===== config.mk =====
export PLATFORM = sky130hd
export DESIGN_NAME = sram_2rw_param
export DESIGN_NICKNAME = d
export VERILOG_FILES = /design/src/rtl/sram_2rw_param.sv
export SDC_FILE = /design/constraint.sdc
export NUM_CORES = 1
export LEC_CHECK = 0
export ABC_AREA = 1
export BUFFER_PORTS_ARGS = -buffer_cell sky130_fd_sc_hd__buf_2
export CAP_MARGIN = 40
export CORE_MARGIN = 10
export CORE_UTILIZATION = 40
export CTS_CLUSTER_DIAMETER = 200
export CTS_CLUSTER_SIZE = 12
export DETAILED_ROUTE_END_ITERATION = 16
export GPL_ROUTABILITY_DRIVEN = 0
export PLACE_DENSITY = 0.51
export RECOVER_POWER = 100
export SLEW_MARGIN = 20
export SYNTH_ARGS = -nofsm -noshare
export SYNTH_HDL_FRONTEND = slang
export SYNTH_SLANG_ARGS = --single-unit

===== constraint.sdc =====
create_clock -name clock -period 7.5 [get_ports clock]
set_clock_uncertainty 0.15 [all_clocks]
set_input_delay 0.375 -clock clock [delete_from_list [all_inputs] [get_ports clock]]
set_output_delay 0.375 -clock clock [all_outputs]
set_load 0.005 [all_outputs]

===== src/rtl/sram_2rw_param.sv =====
// sram_2rw_param: parametrised single-clock SRAM model with two read/write ports.
// It provides per-lane write masks, a read latency of 1 or 2 cycles, and defined
// same-address collision behaviour between the ports. A hardware clear sequence
// zeroes every row after reset, so contents are never random.
module sram_2rw_param #(
    parameter int DEPTH         = 64,
    parameter int WIDTH         = 8,
    parameter int MASK_GRAN     = 8,
    parameter int READ_LAT      = 1,
    parameter int WRITE_THROUGH = 0,
    parameter int AW            = $clog2(DEPTH),
    localparam int NL           = WIDTH / MASK_GRAN
) (
    input  logic             clock,
    input  logic             reset,
    output logic             init_done,
    input  logic             a_en,
    input  logic             a_we,
    input  logic [AW-1:0]    a_addr,
    input  logic [NL-1:0]    a_wmask,
    input  logic [WIDTH-1:0] a_wdata,
    output logic [WIDTH-1:0] a_rdata,
    output logic             a_rvalid,
    input  logic             b_en,
    input  logic             b_we,
    input  logic [AW-1:0]    b_addr,
    input  logic [NL-1:0]    b_wmask,
    input  logic [WIDTH-1:0] b_wdata,
    output logic [WIDTH-1:0] b_rdata,
    output logic             b_rvalid
);

    // Geometry and latency sanity checks, resolved at elaboration time
    if (READ_LAT != 1 && READ_LAT != 2) begin : g_bad_read_lat
        $fatal(1, "sram_2rw_param: READ_LAT must be 1 or 2");
    end
    if (WIDTH % MASK_GRAN != 0) begin : g_bad_mask_gran
        $fatal(1, "sram_2rw_param: WIDTH must be a multiple of MASK_GRAN");
    end
    if (DEPTH < 2 || DEPTH > 4096 || (DEPTH & (DEPTH - 1)) != 0) begin : g_bad_depth
        $fatal(1, "sram_2rw_param: DEPTH must be a power of two in 2..4096");
    end

    typedef enum logic {
        INIT,
        READY
    } state_t;

    state_t           state;
    state_t           state_next;
    logic [AW-1:0]    clr_cnt;
    logic [AW-1:0]    clr_cnt_next;
    logic [WIDTH-1:0] mem [DEPTH];
    logic             ready;
    logic             a_rd;
    logic             a_wr;
    logic             b_rd;
    logic             b_wr;
    logic [WIDTH-1:0] a_word;
    logic [WIDTH-1:0] b_word;

    // Overlay the masked lanes of new_word onto old_word
    function automatic logic [WIDTH-1:0] merge_lanes(input logic [WIDTH-1:0] old_word,
                                                     input logic [NL-1:0]    mask,
                                                     input logic [WIDTH-1:0] new_word);
        logic [WIDTH-1:0] merged;
        merged = old_word;
        for (int i = 0; i < NL; i++) begin
            if (mask[i]) begin
                merged[i*MASK_GRAN +: MASK_GRAN] = new_word[i*MASK_GRAN +: MASK_GRAN];
            end
        end
        return merged;
    endfunction

    // Requests count only once the clear sequence has handed over to READY
    assign ready = (state == READY);
    assign a_rd  = ready && a_en && !a_we;
    assign a_wr  = ready && a_en && a_we;
    assign b_rd  = ready && b_en && !b_we;
    assign b_wr  = ready && b_en && b_we;

    // State register, clear counter and the delayed init_done flag
    always_ff @(posedge clock or posedge reset) begin
        if (reset) begin
            state     <= INIT;
            clr_cnt   <= '0;
            init_done <= 1'b0;
        end else begin
            state     <= state_next;
            clr_cnt   <= clr_cnt_next;
            init_done <= (state == READY);
        end
    end

    // Walk the clear counter through every row, then settle in READY for good
    always_comb begin
        state_next   = state;
        clr_cnt_next = clr_cnt;
        case (state)
            INIT: begin
                clr_cnt_next = clr_cnt + AW'(1);
                if (clr_cnt == AW'(DEPTH - 1)) begin
                    state_next = READY;
                end
            end
            READY: begin
                state_next = READY;
            end
            default: begin
                state_next = INIT;
            end
        endcase
    end

    // Array update: clear one row per cycle in INIT, otherwise masked writes with port A applied last so it wins shared lanes
    always_ff @(posedge clock) begin
        if (state == INIT) begin
            mem[clr_cnt] <= '0;
        end else begin
            for (int i = 0; i < NL; i++) begin
                if (b_wr && b_wmask[i]) begin
                    mem[b_addr][i*MASK_GRAN +: MASK_GRAN] <= b_wdata[i*MASK_GRAN +: MASK_GRAN];
                end
            end
            for (int i = 0; i < NL; i++) begin
                if (a_wr && a_wmask[i]) begin
                    mem[a_addr][i*MASK_GRAN +: MASK_GRAN] <= a_wdata[i*MASK_GRAN +: MASK_GRAN];
                end
            end
        end
    end

    // Read word per port: stored data, or the merged post-write word when the other port writes the same row in write-through mode
    always_comb begin
        a_word = mem[a_addr];
        b_word = mem[b_addr];
        if (WRITE_THROUGH != 0) begin
            if (b_wr && (b_addr == a_addr)) begin
                a_word = merge_lanes(mem[a_addr], b_wmask, b_wdata);
            end
            if (a_wr && (a_addr == b_addr)) begin
                b_word = merge_lanes(mem[b_addr], a_wmask, a_wdata);
            end
        end
    end

    if (READ_LAT == 1) begin : g_lat1
        // Single-stage read: capture the word at the request edge, hold it until the next read
        always_ff @(posedge clock or posedge reset) begin
            if (reset) begin
                a_rdata  <= '0;
                a_rvalid <= 1'b0;
                b_rdata  <= '0;
                b_rvalid <= 1'b0;
            end else begin
                a_rvalid <= a_rd;
                b_rvalid <= b_rd;
                if (a_rd) begin
                    a_rdata <= a_word;
                end
                if (b_rd) begin
                    b_rdata <= b_word;
                end
            end
        end
    end else begin : g_lat2
        logic             a_p_valid;
        logic             b_p_valid;
        logic [WIDTH-1:0] a_p_data;
        logic [WIDTH-1:0] b_p_data;

        // Two-stage read: an internal capture stage followed by the holding output register
        always_ff @(posedge clock or posedge reset) begin
            if (reset) begin
                a_p_valid <= 1'b0;
                b_p_valid <= 1'b0;
                a_p_data  <= '0;
                b_p_data  <= '0;
                a_rdata   <= '0;
                a_rvalid  <= 1'b0;
                b_rdata   <= '0;
                b_rvalid  <= 1'b0;
            end else begin
                a_p_valid <= a_rd;
                b_p_valid <= b_rd;
                if (a_rd) begin
                    a_p_data <= a_word;
                end
                if (b_rd) begin
                    b_p_data <= b_word;
                end
                a_rvalid <= a_p_valid;
                b_rvalid <= b_p_valid;
                if (a_p_valid) begin
                    a_rdata <= a_p_data;
                end
                if (b_p_valid) begin
                    b_rdata <= b_p_data;
                end
            end
        end
    end

endmodule

==> results.py <==
metrics = {
    "timing": {
        "min_period_ns": 5.802,
        "drv_slew": 189,
        "fin_crit_sh_pct": 77.36,
        "finalSetupViolCount": 0,
        "rsz0062_at_grt": "no",
        "worst_pin_slew_ns": 3.689,
        "layout_setup_ws_ns": 1.698,
        "max_slew_margin_pct": -145.9,
        "clock.fmax_mhz": 172.4,
        "hold_viol_final": 0,
        "setup_tns_ns": 0,
    },
    "cts": {
        "htree_num_levels": 2,
        "post-cts-setup-buffer-count": 0,
        "cts_tree": "done",
        "cts_buffers": 50,
        "cts_root_buf": "clkbuf_16",
        "clock_latency_ns": 0.63,
        "cts_num_sinks": 538,
        "cts_buffer_depth": 3,
        "cts.clk_slew.worst_paths_ns": 0.08,
    },
    "drt": {
        "drt-vias-per-instance": 5.871,
        "postRouteAntennaNets": 0,
        "wirelength_um": 147700,
        "route.detailed.drc": 0,
        "drt_first_iter_violations": 4703,
        "wire_per_inst_um": 26.57,
        "vias": 32650,
        "dr.pass1.iters": 6,
    },
    "global_routing": {
        "grt_util_met2_pct": 46.41,
        "gr-max-usage-layer": "met2",
        "grt_max_degree": 98,
        "grt_overflow": 0,
        "grt_util_met3_pct": 4.919,
        "grtUsageMet1_pct": 41.46,
        "grt_first_pass_wirelength_um": 212600,
        "grt_pass1_vias": 29720,
        "grt_util_all_layers_pct": 30.16,
        "antenna_found_initial": 5,
    },
    "logic_synthesis": {
        "netlist.area_leader.share_pct": 45.98,
        "syn_area_sq_um": 33430,
        "synth.avg_cell_area_sq_um": 7.229,
        "ys_async_sr_fraction_pct": 4.833,
        "synth_top_area_cell": "edfxtp_1",
        "synth_edf_count": 512,
        "yosys_warnings": 0,
        "ys_types": 28,
        "yosysMostFrequentCell": "nand2_1",
        "synthFlopType": "edfxtp_1",
        "synthTopCellsByCount": "2249 x nand2_1, 555 x o21ai_0, 512 x edfxtp_1",
        "synth_cells": 4625,
        "synth.area.top_cells": "edfxtp_1 46%, nand2_1 25%, o21ai_0 8.3%",
        "synth.yosys.seq_area_share_pct": 47.93,
        "ys_ff_latch": 538,
        "synth_nets": 4662,
    },
    "place": {
        "portBuffers": 54,
        "dp_slack_ns": 3.261,
        "numPlacedInstances": 5480,
        "postPlaceCellArea_sq_um": 34810,
        "dp_hpwl_um": 92240,
    },
    "die": {
        "rows": 105,
        "die-area_sq_um": 95550,
        "die_w_um": 309.1,
        "design.core.area_sq_um": 82500,
        "start_util_pct": 40.52,
        "die_y_um": 309.1,
        "ios": 55,
    },
    "pwr": {
        "p_total_uw": 6494,
        "p_per_area_nw_per_um2": 181.0,
        "power.leakage_uw": 0.01422,
        "vdd_ir_drop_max_uv": 163.3,
    },
    "final_layout": {
        "fill_cells": 8487,
        "nets": 4507,
        "fin_area_sq_um": 35870,
        "layout.cells.non_filler": 5561,
        "area_growth_pct": 7.282,
        "drive_gt1_share_pct": 4.410,
    },
    "worst_setup_path": {
        "crit_chain": "nand4_1, nor4_1, nand2_1, o21ai_0, clkbuf_1",
        "start_kind": "register",
        "critical_path_class": "register to register",
        "cpMaxStageDelayCell": "nor4_1",
        "crit_path_end_kind": "register",
        "path_max_fanout": 17,
        "cpPeakStageDelay_ns": 2.10,
        "worst_ep_arrival_time_ns": 5.90,
        "required_ns": 7.60,
    },
    "status": {
        "status": "finished, violations left",
        "violations": "capacitance limit, slew limit",
    },
    "run": {
        "cap_violations": 7,
    },
    "min_path": {
        "min_path_type": "input port to register",
    },
}
## final timing paths
path	endpoint	cells after the start	from	slack [ns]
worst max-delay path	mem[12][1]	5	ready	1.70
min in group asynchronous	a_rvalid	4	reset	0.74
worst max register to register	mem[12][1]	5	ready	1.70
max in group asynchronous	clr_cnt[4]	4	reset	5.45
worst min-delay path	mem[48][6]	3	a_wdata[6]	0.02
worst min register to register	b_rdata[1]	2	b_rdata[1]	0.34
## flip-flops by register name, indices dropped and copies added, names as in the netlist
signal,flops
init_done,1
b_rvalid,1
mem,512
clr_cnt,6
a_rvalid,1
b_rdata,8
ready,1
a_rdata,8
## layer usage
metal	wire length [um]	vias up
li1	-	15120
met1	60760	15300
met2	65110	1908
met3	14780	319
met4	7080	2
met5	11	-
## cell type report
cell class                      count  area [sq um]  share of cell area [%]
Tap cell                         1070          1339                   3.732
Timing Repair Buffer              191          1303                   3.631
Sequential cell                   538         16030                   44.68
Antenna cell                        1         2.502                0.006976
Multi-Input combinational cell   3621         15560                   43.38
Clock inverter                      2         12.51                 0.03488
Inverter                           68         280.3                  0.7814
Clock buffer                       70          1348                   3.757
## layout by cell type, fill, tap and decap left out, types with 2 or more instances in the layout
cell           count
dfrtp_1           26
nor3_2             4
nor3_1             3
nand2_1         2249
inv_6              2
nand4_1          130
nor2_1            60
inv_8              2
inv_2             10
inv_4              2
a21boi_0           2
edfxtp_1         512
nand3_1          482
buf_8              5
buf_2             34
nor2_4             8
nor3_4             3
buf_12             6
xor2_1             4
or2_2              8
inv_1             53
buf_4             53
buf_6              3
clkbuf_1          99
a21oi_1           58
o21ai_0          596
dlygate4sd3_1      4
nor4_1             8
buf_16             6
clkbuf_16         51
## kinds of logic (layout without fill, tap and decap cells)
kind of cell | Yosys count | in the layout | synth area share (%)
buffers and inverters | 466 | 331 | 5.460
XOR/XNOR | 5 | 5 | 0.1310
adder cells (fa/ha/maj) | 1 | 1 | 0.03742
other | 0 | 1 | 0
AND/OR/NAND/NOR | 2956 | 2956 | 36.54
flip-flops | 538 | 538 | 47.93
AO/OA/AOI/OAI | 659 | 659 | 9.898
## worst max-delay path: cells and delay by family (launching register included)
kind	cells	cell delay, ns
AND/OR/NAND/NOR	3	3.76
AO/OA/AOI/OAI	1	0.28
buffers and inverters	1	0.61
flip-flops	1	0.60
## per-stage QoR
step	hold WS (ns)	util, %
floorplan	0.2048	-
global placement	0.3134	41.51
detailed placement	0.3154	42.19
finish	0.01962	43.48
CTS	0.002040	43.89
global route	0.02604	43.48
## power by group
group / total [uW] / switching [uW] / internal [uW] / leakage, uW
Sequential: 3240 / 0 / 3240 / 0.00391
Combinational: 819 / 618 / 201 / 0.00965
Clock: 2440 / 1210 / 1230 / 0.000657
Total: 6490 / 1820 / 4670 / 0.0142
## timing repair
action                    4_1_cts  5_1_grt
hold endpoints to repair       28        0
hold buffers                    4        0
resized for setup               0        0
Power figures use the tool's default switching activity.
